===== config.mk =====
export PLATFORM = sky130hd
export DESIGN_NAME = mac_stream_dot
export DESIGN_NICKNAME = d
export VERILOG_FILES = /design/src/rtl/mac_pkg.sv /design/src/rtl/mac_mult_stage.sv /design/src/rtl/mac_stream_dot.sv
export SDC_FILE = /design/constraint.sdc
export NUM_CORES = 1
export LEC_CHECK = 0
export ABC_AREA = 1
export CAP_MARGIN = 10
export CORE_MARGIN = 2
export CORE_UTILIZATION = 55
export DETAILED_ROUTE_END_ITERATION = 10
export PLACE_DENSITY_LB_ADDON = 0.2
export SLEW_MARGIN = 0
export SYNTH_ARGS = -nofsm -noshare
export SYNTH_HDL_FRONTEND = slang
export SYNTH_SLANG_ARGS = --single-unit

===== constraint.sdc =====
create_clock -name clk -period 4 [get_ports clk]
set_input_delay 0.8 -clock clk [delete_from_list [all_inputs] [get_ports clk]]
set_output_delay 0.8 -clock clk [all_outputs]
set_load 0.01 [all_outputs]

===== src/rtl/mac_pkg.sv =====
// ---------------------------------------------------------------------------
// mac_pkg
// Shared definitions for the streaming dot-product MAC (mac_stream_dot):
//   - state_t       : controller states (accumulate, drain, hold result)
//   - cnt_width()   : accept-counter width for a given vector length
//   - params_legal(): parameter legality check used by the top level
// ---------------------------------------------------------------------------
package mac_pkg;

    typedef enum logic [1:0] {
        ST_ACC   = 2'd0,   // accepting operand pairs
        ST_DRAIN = 2'd1,   // last product still in flight to the accumulator
        ST_HOLD  = 2'd2    // result presented, waiting for the consumer
    } state_t;

    // Counter must hold 0..len-1; a 1-bit counter is kept for len == 1 so
    // the vector never collapses to zero width.
    function automatic int cnt_width(input int len);
        return (len > 1) ? $clog2(len) : 1;
    endfunction

    function automatic bit params_legal(input int dw, input int len, input int acc_w);
        return (dw >= 2) && (dw <= 16) &&
               (len >= 1) && (len <= 256) &&
               (acc_w >= 2 * dw);
    endfunction

endpackage


===== src/rtl/mac_mult_stage.sv =====
// ---------------------------------------------------------------------------
// mac_mult_stage
// Registered unsigned DW x DW multiplier with a valid bit.
// Ports:
//   clk, rst_n  : clock, synchronous active-low reset
//   clear       : synchronous flush of the product register and valid bit
//   load        : an operand pair is accepted this cycle
//   a, b        : unsigned operands (DW bits)
//   p           : registered product (2*DW bits)
//   p_valid     : p holds a product accepted on the previous edge
// ---------------------------------------------------------------------------
module mac_mult_stage #(
    parameter int DW = 4
) (
    input  logic              clk,
    input  logic              rst_n,
    input  logic              clear,
    input  logic              load,
    input  logic [DW-1:0]     a,
    input  logic [DW-1:0]     b,
    output logic [2*DW-1:0]   p,
    output logic              p_valid
);

    localparam int PW = 2 * DW;

    // NOTE: sequential state is always written with <= so every register
    // samples the pre-edge values of its inputs, independent of block order.
    always_ff @(posedge clk) begin
        if (!rst_n || clear) begin
            p       <= '0;
            p_valid <= 1'b0;
        end else begin
            p_valid <= load;
            if (load) begin
                p <= PW'(a) * PW'(b);
            end
        end
    end

endmodule


===== src/rtl/mac_stream_dot.sv =====
// ---------------------------------------------------------------------------
// mac_stream_dot
// Streaming multiply-accumulate: accepts LEN (w, x) pairs over a valid/ready
// handshake, sums their unsigned products into one ACC_W-bit result and
// presents it on an output valid/ready handshake.
//
// Optional feature macro: MAC_SATURATE_EN
//   defined   : on overflow the accumulator clamps to all-ones and stays there
//               for the rest of the result
//   undefined : the accumulator wraps modulo 2^ACC_W
//   ovf is set on the first carry out of ACC_W in either build.
//
// Ports:
//   clk, rst_n : clock, synchronous active-low reset
//   clear      : synchronous abort of partial sum and pending result
//   in_valid   : operand pair valid          in_ready : pair accepted this cycle
//   w, x       : unsigned operands (DW bits)
//   out_valid  : result valid                out_ready: consumer takes result
//   out_data   : dot-product (ACC_W bits)    ovf      : result overflowed
// All outputs are decoded from registers only.
// ---------------------------------------------------------------------------
module mac_stream_dot
    import mac_pkg::*;
#(
    parameter int DW    = 4,
    parameter int LEN   = 4,
    parameter int ACC_W = 10
) (
    input  logic             clk,
    input  logic             rst_n,
    input  logic             clear,
    input  logic             in_valid,
    output logic             in_ready,
    input  logic [DW-1:0]    w,
    input  logic [DW-1:0]    x,
    output logic             out_valid,
    input  logic             out_ready,
    output logic [ACC_W-1:0] out_data,
    output logic             ovf
);

    localparam int            PW         = 2 * DW;
    localparam int            CW         = cnt_width(LEN);
    localparam logic [CW-1:0] CNT_LAST   = CW'(LEN - 1);
    localparam bit            PARAMS_OK  = params_legal(DW, LEN, ACC_W);

    generate
        if (!PARAMS_OK) begin : g_param_check
            $error("mac_stream_dot: illegal DW/LEN/ACC_W combination");
        end
    endgenerate

    state_t            state;
    state_t            state_next;
    logic [CW-1:0]     cnt;
    logic [ACC_W-1:0]  acc;
    logic              ovf_r;
    logic              accept;
    logic              last_accept;
    logic              take;
    logic [PW-1:0]     prod;
    logic              prod_valid;
    logic [ACC_W:0]    sum;
    logic              carry;

    assign in_ready    = (state == ST_ACC);
    assign out_valid   = (state == ST_HOLD);
    assign out_data    = acc;
    assign ovf         = ovf_r;

    assign accept      = in_valid && in_ready;
    assign last_accept = accept && (cnt == CNT_LAST);
    assign take        = out_valid && out_ready;

    mac_mult_stage #(
        .DW (DW)
    ) u_mult (
        .clk     (clk),
        .rst_n   (rst_n),
        .clear   (clear),
        .load    (accept),
        .a       (w),
        .b       (x),
        .p       (prod),
        .p_valid (prod_valid)
    );

    // One extra bit on the adder exposes the carry out of ACC_W.
    assign sum   = {1'b0, acc} + {{(ACC_W + 1 - PW){1'b0}}, prod};
    assign carry = sum[ACC_W];

    // NOTE: next_state gets its default before the case so no path through
    // the block leaves it unassigned, which would otherwise infer a latch.
    always_comb begin
        state_next = state;
        unique case (state)
            ST_ACC:   if (last_accept) state_next = ST_DRAIN;
            ST_DRAIN: state_next = ST_HOLD;
            ST_HOLD:  if (out_ready) state_next = ST_ACC;
            default:  state_next = ST_ACC;
        endcase
    end

    // NOTE: reset is synchronous and folded together with clear; rst_n is
    // listed first so it wins regardless of clear.
    always_ff @(posedge clk) begin
        if (!rst_n || clear) begin
            state <= ST_ACC;
        end else begin
            state <= state_next;
        end
    end

    always_ff @(posedge clk) begin
        if (!rst_n || clear) begin
            cnt <= '0;
        end else if (accept) begin
            cnt <= last_accept ? '0 : cnt + 1'b1;
        end
    end

    // The final product lands during DRAIN, so a product and the output
    // handshake never arrive on the same edge.
    always_ff @(posedge clk) begin
        if (!rst_n || clear) begin
            acc   <= '0;
            ovf_r <= 1'b0;
        end else if (take) begin
            acc   <= '0;
            ovf_r <= 1'b0;
        end else if (prod_valid) begin
            ovf_r <= ovf_r | carry;
`ifdef MAC_SATURATE_EN
            // Once clamped, stay at full scale even if later adds fit.
            acc   <= (carry || ovf_r) ? '1 : sum[ACC_W-1:0];
`else
            acc   <= sum[ACC_W-1:0];
`endif
        end
    end

endmodule

======== Word-level counts from Yosys, hierarchy flattened ========
Cells that the tools add are included.
storage, ports and cells
  output and inout bits ................... 13
  register bits ........................... 24
  input bits .............................. 13
  word-level logic and storage cells ...... 27
cells by class
  multiplexer cells ....................... 4
  equality and inequality tests ........... 5
  reduce and logical (&&, ||, !) cells .... 8
  add/subtract/negate cells ............... 2
  bitwise operators ....................... 1
  multipliers ............................. 1
operators by type and width
  kind                                                  count
  adder 10 x 8 -> 11 bit                                1
  multiplier 4 x 4 -> 8 bit                             1
  two-way mux 2 bit                                     3
  case mux 2 bit (3 select lines)                       1
  equality test 2 bit (second input constant)           2
  != test 2 x 1 -> 1 bit (second input constant)        2
  logical AND 1 bit                                     3
  adder 2 x 1 -> 2 bit (second input constant)          1
  equality test 2 x 1 -> 1 bit (second input constant)  1
  zero test 2 bit                                       1
  AND reduction 2 bit                                   1
  OR reduction 2 bit                                    1
  zero test 1 bit                                       1
  logical OR 1 bit                                      1
  bitwise OR 1 bit                                      1

======== Longest topological paths before layout ========
  word-level depth ........................ 5
  gate-level depth with buffers ........... 13
  depth with buffers taken out ............ 13

======== Hierarchy ========
From an unflattened synthesis, not the netlist that was laid out.
second synthesis, totals
  cells, all modules ...................... 265
  area total of the unflattened synthesis .. 1816.7 um2
modules (own cells, without submodules)
  module          area each (um2)  instances  cells an instance  sequential area each (um2)
  mac_stream_dot  1036.0           1          152                300.3
  mac_mult_stage  780.7            1          113                180.2

======== Worst setup path before layout ========
Ideal clock, no wire load.
  path kind ............................... input -> register
  start ................................... input port w[0]
  end ..................................... register u_mult.p[6]
  setup slack ............................. 0.953 ns
  buffers on the path ..................... 0
  required time ........................... 3.885 ns
  data arrival time ....................... 2.931 ns
  stages on the path ...................... 10
  library setup time ...................... 0.115 ns
  path through ............................ nand2_1 fa_1 inv_1 fa_1 inv_1 fa_1 o21ai_0 xor2_1 o21ai_0 inv_1
on the way
  cells in the longest elaborated chain, start to end .. 1
ends and longest elaborated chain
  what                       RTL line              RTL
  from (decl)                mac_stream_dot.sv:34  input logic [DW-1:0] w,
  multiplier 4 x 4 -> 8 bit  mac_mult_stage.sv:36  p <= PW'(a) * PW'(b);
  to (signal assigned)       mac_mult_stage.sv:36
  to (decl)                  mac_mult_stage.sv:21  output logic [2*DW-1:0] p,
Every way passes these cells.
A chain may end at the register's enable or synchronous reset.

======== Worst setup path in the final report ========
Ends and elaborated chain as after synthesis.

==> impl_metrics.env <==
export IMPL_total_power_mw=0.471
export IMPL_p_leak_nw=1.10
export IMPL_timing_final_crit_share_pct=84.3
export IMPL_outcome="complete, no violations"
export IMPL_tightestPinTransition_ps=551
export IMPL_design_area_um2=2140
export IMPL_avgRoutedWirePerCell_um=9.87
export IMPL_p_per_area_nw_per_um2=220
export IMPL_crit_path_max_fanout=4
export IMPL_cts_root_buffer="clkbuf_4"
export IMPL_power_share_clock_pct=21.6
export IMPL_worst_setup_path_start_kind="input port"
export IMPL_rsz0062_at_grt="no"
export IMPL_io_pins=26
export IMPL_cts_max_level=1
export IMPL_path_class="in2reg"
export IMPL_p_int_mw=0.332
export IMPL_dp_hpwl_um=2640
export IMPL_die_height_um=61.8
export IMPL_syn_area_um2=1840
export IMPL_nets=321
export IMPL_crit_path_cell_trace="clkdlybuf4s50_1 > nand2_1 > fa_1 > inv_1 > fa_1 > inv_1 > fa_1 > o21ai_0 > xor2_1 > o21ai_0 > inv_1"
export IMPL_ant_nets=0
export IMPL_p_seq_share_pct=53.5
export IMPL_cts_tree="done"
export IMPL_area_growth_pct=16.5
export IMPL_synthCells=255
export IMPL_r2r_cells=9
export IMPL_drtIter0Drc=50
export IMPL_combPwrFrac_pct=24.9
export IMPL_max_cap_viol_count=0
export IMPL_critPathBufInv=4
export IMPL_peakVddDrop_mv=0.126
export IMPL_post_cts_setup_buffer_count=0
export IMPL_vias_per_cell=4.77
export IMPL_placed_cell_area_um2=2120
export IMPL_gr_total_overflow=0
export IMPL_core_area_um2=3130
export IMPL_numCtsBuffers=3
export IMPL_drt_pass1_iterations=4
export IMPL_clk_insertion_delay_late_ps=310
export IMPL_drc=0
export IMPL_port_buffers=25
export IMPL_placement_rows=20
export IMPL_rrSetupSlack_ps=2360
export IMPL_path_clk_slew_ps=120
export IMPL_synth_seq_cells=24
export IMPL_hold_viol=0
export IMPL_hold_buffers=0
export IMPL_slew_limit_headroom_pct=63.2
export IMPL_r2r_start="out_data[0]"
export IMPL_critPathMaxStageDelay_ps=560
export IMPL_synth_distinct_cells=32
export IMPL_final_min_clock_period_ps=3370
export IMPL_grt_pass1_vias=1486
export IMPL_syn_nets=294
export IMPL_wl_um=3200
export IMPL_netSwitchingFraction_pct=29.4
export IMPL_vias=1544
export IMPL_grtUsageTotal_pct=20.2
export IMPL_start_util_pct=58.8
export IMPL_diodes=0
export IMPL_cts_sinks=24
export IMPL_synth_avg_cell_area_um2=7.21
export IMPL_grt_max_degree=17
export IMPL_worstPathArrival_ps=3590
export IMPL_gp_congestion=0.831
export IMPL_yosysSeqAreaShare_pct=26.1
export IMPL_slowest_stage="fa_1"
export IMPL_cts_resized=0
export IMPL_drv_slew=0
export IMPL_antenna_found_initial=0
export IMPL_p_sw_mw=0.139
export IMPL_setup_violations=0
export IMPL_ys_warn_count=0
export IMPL_end_kind="register"
export IMPL_cp_required_ps=4220
export IMPL_grt_pass1_wl_um=5790
export IMPL_fin_setup_tns_ps=0
export IMPL_max_freq_mhz=296
export IMPL_cp_top_family="adder cells"
export IMPL_drive_gt1_share_pct=10.7
export IMPL_r2r_end="out_data[6]"
export IMPL_min_path_type="reg2reg"
export IMPL_finalClockSkew_ps=5.79
export IMPL_hold_start="ovf"
export IMPL_cts_buffer_depth=2
export IMPL_hold_depth=2
export IMPL_fillers=278
export IMPL_die_w_um=61.8
export IMPL_holdPathEnd="ovf"
export IMPL_dieArea_um2=3820
-- flip-flops by register name, indices dropped and copies added (netlist names) --
register and count:
cnt 2, state 2, ovf 1, u_mult.p_valid 1, out_data 10, u_mult.p 8
-- metal layers --
metal | wire length [um] | vias to the layer above | track usage, % | share of wire (%)
met4 | 49 | 0 | 7.90 | 1.5
met2 | 1590 | 20 | 38.3 | 50
met5 | 0 | - | 0 | 0
li1 | - | 854 | - | -
met3 | 64 | 5 | 2.69 | 2.0
met1 | 1490 | 665 | 22.4 | 47
-- worst max path at each step --
| stage | startpoint | to | slack [ps] | cells past startpoint |
|---|---|---|---|---|
| floorplan | w[0] | u_mult.p[6] | 950 | 10 |
| global placement | w[0] | u_mult.p[6] | 350 | 11 |
| detailed placement | w[0] | u_mult.p[6] | 280 | 11 |
| CTS | w[0] | u_mult.p[6] | 640 | 11 |
| global route | w[0] | u_mult.p[6] | 480 | 11 |
| finish | w[0] | u_mult.p[6] | 630 | 11 |
-- per-stage QoR --
stage	setup WS, ps	hold WS [ps]	utilization, %	cells
floorplan	953	451	-	255
global placement	352	450	67.8	321
detailed placement	282	449	67.8	321
CTS	641	468	68.5	324
global route	477	491	68.5	324
finish	627	468	68.5	324
-- cells in the mapped netlist --
cell      number  area, um2
nand2_1       54        203
inv_1         44        165
nor2_1        30        113
dfxtp_1       24        480
ha_1          21        263
nand3_1       13       65.1
a21oi_1       11       55.1
o21ai_0        7       35.0
fa_1           5        100
a21oi_2        4       35.0
nand3_2        4       40.0
o21ai_2        4       35.0
xor2_1         4       35.0
inv_2          3       11.3
nand2_2        3       18.8
nand4_1        3       18.8
nor2_2         3       18.8
buf_2          2       10.0
nand2_4        2       22.5
o21ai_1        2       10.0
and2_0         1       6.26
buf_8          1       15.0
clkinv_1       1       3.75
inv_4          1       6.26
nor2_4         1       11.3
nor2_8         1       20.0
nor3_1         1       5.00
o211a_1        1       10.0
o211ai_1       1       7.51
o21bai_1       1       7.51
or2_0          1       6.26
or2_2          1       6.26
-- worst register-to-register path, cell delays in order (launching register included) --
cell     delay (ps)
dfxtp_1         360
ha_1            170
inv_1            50
fa_1            410
o21ai_2         210
nand2_1          90
nand3_1          70
nand3_1          80
nand2_1          80
inv_1            40
-- cell type report --
class / count / area [um2] / area share (%)
Sequential cell: 24 / 480 / 22.4
Clock buffer: 3 / 22.5 / 1.05
Timing Repair Buffer: 25 / 250 / 11.7
Inverter: 49 / 186 / 8.70
Multi-Input combinational cell: 179 / 1150 / 53.6
Tap cell: 44 / 55.1 / 2.57
-- placed cells by master, fill, tap and decap left out --
cell,count
o21ai_2,4
nand2_1,54
nand2_2,3
nand4_1,3
nand3_1,13
xor2_1,4
inv_2,3
o21ai_1,2
ha_1,21
clkbuf_4,3
inv_4,1
dfxtp_1,24
o21ai_0,7
and2_0,1
clkinv_1,1
or2_2,1
nand2_4,2
o211a_1,1
or2_0,1
nor2_2,3
o211ai_1,1
a21oi_2,4
nor2_1,30
o21bai_1,1
nor3_1,1
inv_1,44
a21oi_1,11
clkdlybuf4s50_1,25
nand3_2,4
nor2_8,1
nor2_4,1
fa_1,5
-- power groups by stage --
| stage | sequential [mW] | clock (mW) | combinational (mW) |
|---|---|---|---|
| detailed placement | 0.258 | 0 | 0.117 |
| floorplan | 0.255 | 0 | 0.0851 |
| global route | 0.253 | 0.116 | 0.135 |
| CTS | 0.252 | 0.108 | 0.119 |
| finish | 0.252 | 0.102 | 0.117 |
| global placement | 0.257 | 0 | 0.115 |
-- cells by family (layout without fill, tap and decap cells) --
| kind of cell | Yosys count | in the layout | share of synthesized area [%] |
|---|---|---|---|
| DFF | 24 | 24 | 26.1 |
| and+or+nand+nor | 118 | 118 | 30.1 |
| buffers and inverters | 52 | 77 | 11.5 |
| AOI/OAI and AO/OA | 31 | 31 | 10.6 |
| adders and majority gates | 26 | 26 | 19.7 |
| xor gates and xnor gates | 4 | 4 | 1.90 |
No activity file was read; power rests on OpenSTA's default activity.
